===== config.mk =====
export PLATFORM = sky130hd
export DESIGN_NAME = gpio_bridge
export DESIGN_NICKNAME = d
export VERILOG_FILES = /design/src/rtl/gpio_pkg.sv /design/src/rtl/gpio_edge_detect.sv /design/src/rtl/gpio_bridge.sv
export SDC_FILE = /design/constraint.sdc
export NUM_CORES = 1
export LEC_CHECK = 0
export ABC_AREA = 1
export BUFFER_PORTS_ARGS = -buffer_cell sky130_fd_sc_hd__buf_2
export CAP_MARGIN = 15
export CORE_MARGIN = 3
export CORE_UTILIZATION = 30
export CTS_CLUSTER_DIAMETER = 120
export DETAILED_ROUTE_END_ITERATION = 10
export GPL_TIMING_DRIVEN = 0
export PLACE_DENSITY = 0.58
export SLEW_MARGIN = 30
export SYNTH_ARGS = -nofsm -noshare
export SYNTH_HDL_FRONTEND = slang
export SYNTH_SLANG_ARGS = --single-unit

===== constraint.sdc =====
create_clock -name clk -period 1.85 [get_ports clk]
set_clock_uncertainty 0.15 [all_clocks]
set_input_delay 0 -clock clk [delete_from_list [all_inputs] [get_ports clk]]
set_output_delay 0 -clock clk [all_outputs]
set_load 0.01 [all_outputs]

===== src/rtl/gpio_pkg.sv =====
// gpio_pkg -- shared definitions for the GPIO bridge.
//   Register byte offsets within the 7-word window, the window size,
//   the bridge FSM state encoding, the internal register-select code and
//   a byte-enable expansion helper.
package gpio_pkg;

  localparam int          WIN_WORDS = 7;
  localparam logic [31:0] WIN_BYTES = 32'd28;

  // Register byte offsets relative to BASE_ADDR.
  localparam logic [4:0] OFF_STATE = 5'h00;  // RO
  localparam logic [4:0] OFF_OUT   = 5'h04;  // RW
  localparam logic [4:0] OFF_SET   = 5'h08;  // WO
  localparam logic [4:0] OFF_CLR   = 5'h0C;  // WO
  localparam logic [4:0] OFF_TOG   = 5'h10;  // WO
  localparam logic [4:0] OFF_RISE  = 5'h14;  // RW1C
  localparam logic [4:0] OFF_IEN   = 5'h18;  // RW

  typedef enum logic [1:0] {
    ST_IDLE   = 2'd0,
    ST_DRIVE  = 2'd1,
    ST_SETTLE = 2'd2,
    ST_RESP   = 2'd3
  } state_t;

  typedef enum logic [2:0] {
    SEL_STATE = 3'd0,
    SEL_OUT   = 3'd1,
    SEL_SET   = 3'd2,
    SEL_CLR   = 3'd3,
    SEL_TOG   = 3'd4,
    SEL_RISE  = 3'd5,
    SEL_IEN   = 3'd6,
    SEL_ERR   = 3'd7
  } reg_sel_t;

  // Expand 4 byte enables into a 32-bit bit mask.
  function automatic logic [31:0] strb_mask(input logic [3:0] strb);
    logic [31:0] m;
    m = '0;
    for (int i = 0; i < 4; i++) begin
      m[i*8 +: 8] = {8{strb[i]}};
    end
    return m;
  endfunction

endpackage


===== src/rtl/gpio_edge_detect.sv =====
// gpio_edge_detect -- rising-edge capture and interrupt generation.
//   Keeps the previous device state, the sticky RISE register (write-1-to-clear),
//   the IEN enable register and a registered level interrupt.
// Ports:
//   clk, rst        clock, synchronous active-high reset
//   dev_state       current GPIO device state
//   rise_clr        per-bit clear mask for RISE (already qualified by wstrb)
//   ien_we          IEN write strobe
//   ien_wmask       per-bit write mask for IEN (from wstrb)
//   ien_wdata       IEN write data
//   rise, ien       register contents
//   irq             registered |(RISE & IEN)
module gpio_edge_detect
  import gpio_pkg::*;
(
  input  logic        clk,
  input  logic        rst,
  input  logic [31:0] dev_state,
  input  logic [31:0] rise_clr,
  input  logic        ien_we,
  input  logic [31:0] ien_wmask,
  input  logic [31:0] ien_wdata,
  output logic [31:0] rise,
  output logic [31:0] ien,
  output logic        irq
);

  logic [31:0] prev;
  logic [31:0] new_edges;

  assign new_edges = dev_state & ~prev;

  always_ff @(posedge clk) begin
    if (rst) begin
      // Sampling the live state in reset keeps pins that are already high
      // from reporting a spurious edge once reset drops.
      prev <= dev_state;
      rise <= '0;
      ien  <= '0;
      irq  <= 1'b0;
    end else begin
      prev <= dev_state;
      // Clear first, then OR in new edges: a coincident edge wins.
      rise <= (rise & ~rise_clr) | new_edges;
      if (ien_we) begin
        ien <= (ien & ~ien_wmask) | (ien_wdata & ien_wmask);
      end
      irq  <= |(rise & ien);
    end
  end

endmodule


===== src/rtl/gpio_bridge.sv =====
// gpio_bridge -- CPU register window onto a GPIO device write port.
//   Stores go IDLE -> DRIVE -> SETTLE -> RESP (3-cycle latency); loads and
//   decode errors go IDLE -> RESP (1-cycle latency).
//   Optional feature macro: GPIO_BRIDGE_IRQ_EN adds RISE/IEN registers and
//   the level interrupt (gpio_edge_detect); without it 0x14/0x18 decode as
//   errors and irq_Out is 0.
// Handshake: a request is taken when req_In=1 while the FSM is IDLE; all
//   request inputs are latched then and ignored in every other state.
//   ready_Out pulses for one cycle; err_Out and rdata_Out are meaningful only
//   in that cycle and are 0 otherwise.
// Ports:
//   clk, rst                          clock, synchronous active-high reset
//   req_In, we_In, addr_In, wdata_In, wstrb_In   CPU request
//   ready_Out, rdata_Out, err_Out     CPU response
//   devMask_Out, devValue_Out         device write port (non-zero only in DRIVE)
//   devState_In                       current device state
//   irq_Out                           level interrupt
//   state_dbg                         current FSM state (gpio_pkg::state_t)
module gpio_bridge
  import gpio_pkg::*;
#(
  parameter logic [31:0] BASE_ADDR = 32'h1000_0000
) (
  input  logic        clk,
  input  logic        rst,
  input  logic        req_In,
  input  logic        we_In,
  input  logic [31:0] addr_In,
  input  logic [31:0] wdata_In,
  input  logic [3:0]  wstrb_In,
  output logic        ready_Out,
  output logic [31:0] rdata_Out,
  output logic        err_Out,
  output logic [31:0] devMask_Out,
  output logic [31:0] devValue_Out,
  input  logic [31:0] devState_In,
  output logic        irq_Out,
  output logic [1:0]  state_dbg
);

  state_t      state, state_nxt;
  reg_sel_t    sel_dec, sel_q;
  logic        we_q, err_q, err_dec;
  logic [31:0] wdata_q;
  logic [3:0]  wstrb_q;
  logic [31:0] offset;
  logic [31:0] rise_val, ien_val;

  assign state_dbg = state;

  // Address decode: only aligned offsets of the defined registers are valid.
  assign offset = addr_In - BASE_ADDR;

  always_comb begin
    sel_dec = SEL_ERR;
    if (offset < WIN_BYTES) begin
      case (offset[4:0])
        OFF_STATE: sel_dec = SEL_STATE;
        OFF_OUT:   sel_dec = SEL_OUT;
        OFF_SET:   sel_dec = SEL_SET;
        OFF_CLR:   sel_dec = SEL_CLR;
        OFF_TOG:   sel_dec = SEL_TOG;
`ifdef GPIO_BRIDGE_IRQ_EN
        OFF_RISE:  sel_dec = SEL_RISE;
        OFF_IEN:   sel_dec = SEL_IEN;
`endif
        default:   sel_dec = SEL_ERR;
      endcase
    end
  end

  // Stores to the read-only STATE register are errors as well.
  assign err_dec = (sel_dec == SEL_ERR) || (we_In && (sel_dec == SEL_STATE));

  always_comb begin
    state_nxt = state;
    case (state)
      ST_IDLE: begin
        if (req_In) begin
          state_nxt = (we_In && !err_dec) ? ST_DRIVE : ST_RESP;
        end
      end
      ST_DRIVE:  state_nxt = ST_SETTLE;
      ST_SETTLE: state_nxt = ST_RESP;
      ST_RESP:   state_nxt = ST_IDLE;
      default:   state_nxt = ST_IDLE;
    endcase
  end

  always_ff @(posedge clk) begin
    if (rst) begin
      state   <= ST_IDLE;
      sel_q   <= SEL_ERR;
      we_q    <= 1'b0;
      err_q   <= 1'b0;
      wdata_q <= '0;
      wstrb_q <= '0;
    end else begin
      state <= state_nxt;
      if (state == ST_IDLE && req_In) begin
        sel_q   <= sel_dec;
        we_q    <= we_In;
        err_q   <= err_dec;
        wdata_q <= wdata_In;
        wstrb_q <= wstrb_In;
      end
    end
  end

  // Device write port. Everything is gated by rst so a reset cycle shows all
  // outputs at 0 immediately, not one edge later.
  always_comb begin
    devMask_Out  = '0;
    devValue_Out = '0;
    if (state == ST_DRIVE && !rst) begin
      case (sel_q)
        SEL_OUT: begin
          devMask_Out  = strb_mask(wstrb_q);
          devValue_Out = wdata_q;
        end
        SEL_SET: begin
          devMask_Out  = wdata_q;
          devValue_Out = '1;
        end
        SEL_CLR: begin
          devMask_Out  = wdata_q;
          devValue_Out = '0;
        end
        SEL_TOG: begin
          devMask_Out  = wdata_q;
          devValue_Out = ~devState_In;
        end
        default: begin
          devMask_Out  = '0;
          devValue_Out = '0;
        end
      endcase
    end
  end

  // Response.
  assign ready_Out = (state == ST_RESP) && !rst;
  assign err_Out   = ready_Out && err_q;

  always_comb begin
    rdata_Out = '0;
    if (ready_Out && !err_q && !we_q) begin
      case (sel_q)
        SEL_STATE, SEL_OUT: rdata_Out = devState_In;
        SEL_RISE:           rdata_Out = rise_val;
        SEL_IEN:            rdata_Out = ien_val;
        default:            rdata_Out = '0;
      endcase
    end
  end

`ifdef GPIO_BRIDGE_IRQ_EN
  logic [31:0] rise_clr;
  logic        ien_we;
  logic        irq_q;

  // Register writes take effect at the end of the DRIVE cycle, like device writes.
  assign rise_clr = (state == ST_DRIVE && sel_q == SEL_RISE) ?
                    (wdata_q & strb_mask(wstrb_q)) : '0;
  assign ien_we   = (state == ST_DRIVE) && (sel_q == SEL_IEN);

  gpio_edge_detect u_edge (
    .clk       (clk),
    .rst       (rst),
    .dev_state (devState_In),
    .rise_clr  (rise_clr),
    .ien_we    (ien_we),
    .ien_wmask (strb_mask(wstrb_q)),
    .ien_wdata (wdata_q),
    .rise      (rise_val),
    .ien       (ien_val),
    .irq       (irq_q)
  );

  assign irq_Out = irq_q && !rst;
`else
  assign rise_val = '0;
  assign ien_val  = '0;
  assign irq_Out  = 1'b0;
`endif

endmodule


Word level (Yosys, flattened, before mapping)
Cells that the tools add are included.
{"block": "totals", "reg_bits": 43, "in_bits": 104, "output_inout_bits": 101, "elab_cells": 52}
{"block": "op_classes", "addsub": 1, "order_cmp": 1, "eq_ne": 13, "n_mux": 11, "bitwise_logic": 1, "n_reduce_logical": 19}
{"op": "$mux W32", "count": 4}
{"op": "$pmux W32 S3", "count": 1}
{"op": "$pmux W32 S2", "count": 1}
{"op": "$lt A32 B5 Y1 const B", "count": 1}
{"op": "$not A32 Y32", "count": 1}
{"op": "$sub A32 B29 Y32 const B", "count": 1}
{"op": "$pmux W3 S5", "count": 1}
{"op": "$eq A5 B4 Y1 const B", "count": 2}
{"op": "$logic_and A1 B1 Y1", "count": 8}
{"op": "$pmux W2 S4", "count": 1}
{"op": "$eq A3 B2 Y1 const B", "count": 2}
{"op": "$eq A3 B3 Y1 const B", "count": 2}
{"op": "$logic_not A3 Y1", "count": 2}
{"op": "$eq A5 B3 Y1 const B", "count": 1}
{"op": "$eq A5 B5 Y1 const B", "count": 1}
{"op": "$logic_not A5 Y1", "count": 1}
{"op": "$eq A2 B2 Y1 const B", "count": 2}
{"op": "$logic_not A1 Y1", "count": 4}
{"op": "$mux W2", "count": 2}
{"op": "$eq A3 B1 Y1 const B", "count": 1}
{"op": "$mux W3", "count": 1}
{"op": "$reduce_or A3 Y1", "count": 1}
{"op": "$eq A2 B1 Y1 const B", "count": 1}
{"op": "$logic_not A2 Y1", "count": 1}
{"op": "3 further kinds", "count": 3}

Depth between registers and ports, before layout
{"block": "depth", "word_depth": 12, "mapped_depth": 11, "mapped_depth_nobuf": 11}

Worst setup path before layout
Ideal clock, no wire load.
{"block": "synth_timing", "path_kind": "register to register", "from": "register state[0], in the netlist state_dbg[0]", "to": "register wdata_q[0]", "setup_ns": 0.064, "t_arrival_ns": 1.457, "required_time_ns": 1.636, "slack_ns": 0.179, "stages_incl_launch_ff": 8, "n_path_buf": 2, "period_less_slack_ns": 1.671, "path_cell_list": "dfxtp_1 > inv_1 > ha_1 > nand2_1 > clkbuf_1 > clkbuf_1 > o21ai_0 > nor2_1"}
{"block": "synth_via", "elab_chain_len": 2}
{"item": "from (decl)", "line_no": "gpio_bridge.sv:41", "rtl": "state_t state, state_nxt;"}
{"item": "from (signal assigned)", "line_no": "gpio_bridge.sv:99", "rtl": "state <= state_nxt;"}
{"item": "$logic_not A2 Y1", "line_no": "gpio_bridge.sv:100", "rtl": "if (state == ST_IDLE && req_In) begin"}
{"item": "$logic_and A1 B1 Y1", "line_no": "gpio_bridge.sv:100"}
{"item": "to (signal assigned)", "line_no": "gpio_bridge.sv:104", "rtl": "wdata_q <= wdata_In;"}
{"item": "to (decl)", "line_no": "gpio_bridge.sv:44", "rtl": "logic [31:0] wdata_q;"}
Every way passes these cells.
A chain may end at the register's enable or synchronous reset.

Worst setup path after layout
{"block": "layout_timing", "from": "register sel_q[0]", "to": "output port devValue_Out[8]"}
{"block": "layout_via", "elab_chain_len": 3, "word_cells_on_any_way": 5, "cone_classes": "eq/ne: 3; mux: 2"}
{"item": "from (decl)", "line_no": "gpio_bridge.sv:42", "rtl": "reg_sel_t sel_dec, sel_q;"}
{"item": "from (signal assigned)", "line_no": "gpio_bridge.sv:101", "rtl": "sel_q <= sel_dec;"}
{"item": "$eq A3 B3 Y1, or another cell as far along", "line_no": "gpio_bridge.sv:116", "rtl": "case (sel_q)"}
{"item": "$pmux W32 S3 *", "line_no": "gpio_bridge.sv:116"}
{"item": "$mux W32 *", "line_no": "gpio_bridge.sv:115", "rtl": "if (state == ST_DRIVE && !rst) begin"}
{"item": "to (decl)", "line_no": "gpio_bridge.sv:35", "rtl": "output logic [31:0] devValue_Out,"}
Every way passes the cells marked *; elsewhere a longest branch is shown, timed or not.

==> impl_metrics.toml <==
[grt]
grt_max_degree = 20
grt_pass1_vias = 4004
grt_pass1_wl_mm = 18.95
antenna_found_initial = 0
grt.total_usage_pct = 19.92
overflow = 0

[synth]
ys_types = 28
syn_nets = 674
synth_seq_area_share_pct = 26.91
syn_area_per_cell_um2 = 5.663
netlist_area_um2 = 3199
synth_warnings = 0
syn_inst = 565
ys_seq_elements = 43

[drt]
antenna_left = 0
wl_per_cell_um = 12.88
vias_per_cell = 4.597
vias = 4427
drc_errors = 0
drt_first_pass_iters = 4
drtIter0Drc = 244
drt_wl_total_mm = 12.41

[clocking]
clkTransAtPathRegs_ns = 0.09
cts_tree = "yes"
clk_path_buf_depth = 2
clockRootBuffer = "clkbuf_8"
cts_sinks = 43
cts_buffers = 5
cts.htree.levels = 2
clock_latency_ns = 0.30

[critical_path]
start_kind = "flip-flop"
crit_path_end_kind = "output pin"
arrival_ns = 1.67
worstPathMaxFanout = 8
crit_path_max_incr_delay_ns = 0.35
slowest_stage = "dfxtp_2"
worst-setup-path-type = "flip-flop to output pin"
required_ns = 1.70
crit_path_cell_trace = "inv_4 > nor3_4 > buf_12 > buf_8 > clkbuf_16 > nand2_2 > o211ai_1 > nand2_1 > inv_1 > buf_2"

[sta]
fin_tns_setup_ns = 0
min_period_over_period_pct = 98.63
maxSlewViolCount = 0
setup_viol = 0
timing.final.ws_setup_ns = 0.02533
hold_viol = 0
rsz0062_at_grt = "true"
fin_crit_ns = 1.825
fmax_ghz = 0.5480

[final_layout]
area_delta_synth_final_pct = 63.39
drive_gt1_share_pct = 34.70
fillerInstances = 1098
final_area_um2 = 5228
num_antenna_cells = 0
fin_nets = 935
layout.cells.non_filler = 963
regArea_um2 = 869.6
multi_input_area_um2 = 2039

[status]
outcome = "finished, final reports clean"

[floorplanning]
coreArea_um2 = 10370
die_area_um2 = 11940
row_count = 37
initial_core_util_pct = 30.85
fp.dieH_um = 109.3
die_w_um = 109.3
ioPinCount = 205

[pwr]
vdd_ir_drop_max_uv = 500.9
power_density_nw_per_um2 = 704.1
p_leak_nw = 2.730

[placed_design]
place_congestion = 0.8675
dp_cells = 904
dpl_cell_area_um2 = 4385
io_buffer_count = 203
pre_cts_ws_ns = -0.1865
dpl.hpwl_mm = 9.687

[run]
maxCapViolCount = 0

[min_path]
hp-class = "primary input to flip-flop"
where the power goes:
part           internal, mW  switching [mW]  leakage [nW]
combinational         0.607           0.883          2.32
sequential             1.18           0.237         0.355
clock                 0.410           0.363        0.0587
total                  2.20            1.48          2.73
cells in the mapped netlist (all sizes together):
cell    instances  area share [%]
nand2         156              18
nor2          140              16
inv            53             6.2
dfxtp          43              27
o21ai          43             6.8
a21oi          37             5.9
o211ai         33             7.7
buf            23             4.4
clkbuf         14             1.6
ha              5             2.0
nand4           4            0.78
nor3            4            0.98
nand3           3            0.63
a211oi          2            0.47
or2             2            0.39
clkinv          1            0.12
conb            1            0.12
nor4            1            0.20
logic make-up after synthesis:
family,count (synthesis),share of synthesized area [%]
buffers and inverters,91,12.36
AOI/OAI and AO/OA,115,20.96
and+or+nand+nor,310,37.70
DFF,43,26.91
adders and majority gates,5,1.955
other,1,0.1172
state kept, by name, summed over array words and instances, names as in the netlist:
name	cells
wstrb_q	4
err_q	1
wdata_q	32
state_dbg	2
we_q	1
sel_q	3
metrics by stage:
stage          utilization, %  power [mW]  hold slack (ns)
6_report                50.41       3.681         0.002423
4_1_cts                 48.82       3.617          0.02220
2_1_floorplan               -       2.238         -0.07153
3_3_place_gp            42.29       2.681           0.1007
5_1_grt                 50.41       3.992          0.03924
3_5_place_dp            42.29       2.715           0.1069
what timing repair did:
action / 4_1_cts / 5_1_grt
gates resized for setup: 19 / 62
endpoints found under the setup margin: 101 / 125
hold endpoints to repair: 42 / 0
cloned: 0 / 1
setup buffers: 3 / 1
pin swaps: 1 / 11
hold buffers: 49 / 0
metal layers:
metal  GRT usage, %  routed length (µm)  up-vias
li1               -                   -     2304
met1          25.64                5527     1963
met2          34.78                6009      143
met3          2.250                 691       17
met4          6.144                 178        0
met5              0                   0        -
area by class of cell:
cell class,instances,area share [%]
repair buffers,257,30.88
clock buffers,5,1.316
clock inverters,3,0.9095
inverters,54,3.973
plain buffers,34,4.021
well taps,136,3.255
multi-input cells,431,39.01
flip-flops and latches,43,16.63
cell usage in the layout, fill, tap and decap left out, types with 2 or more instances in the layout:
cell | synthesis | routed
inv_4 | 0 | 2
dfxtp_1 | 43 | 38
o211ai_1 | 33 | 33
o21ai_1 | 2 | 3
clkbuf_4 | 0 | 3
inv_1 | 52 | 46
buf_4 | 4 | 6
nand2_2 | 0 | 13
a21oi_1 | 36 | 33
nor2_1 | 140 | 139
a211oi_1 | 2 | 2
clkbuf_8 | 0 | 5
a21oi_2 | 1 | 4
dfxtp_2 | 0 | 4
o21ai_0 | 40 | 39
nand2_1 | 156 | 139
nor3_1 | 3 | 3
nand4_1 | 4 | 4
dlygate4sd3_1 | 0 | 49
nand2_4 | 0 | 4
buf_6 | 3 | 8
clkbuf_1 | 14 | 4
buf_2 | 13 | 209
nand3_1 | 2 | 2
inv_2 | 1 | 6
ha_1 | 5 | 4
clkbuf_2 | 0 | 8
buf_8 | 0 | 2
critical path: cells and delay by family, from the launching register on:
kind            cells  cell delay, ns
buf+inv             6            0.63
simple gates        3            0.32
flops               1            0.35
compound gates      1            0.07
path summary, 6_finish.rpt:
kind	start	to	slack [ns]	cells after the start
worst max-delay path	sel_q[0]	devValue_Out[8]	0.03	10
worst min-delay path	addr_In[20]	sel_q[1]	0.002	7
worst max register to register	state_dbg[0]	wdata_q[31]	0.20	6
worst min register to register	wstrb_q[2]	wstrb_q[2]	0.36	2
No activity file was read; power rests on OpenSTA's default activity.
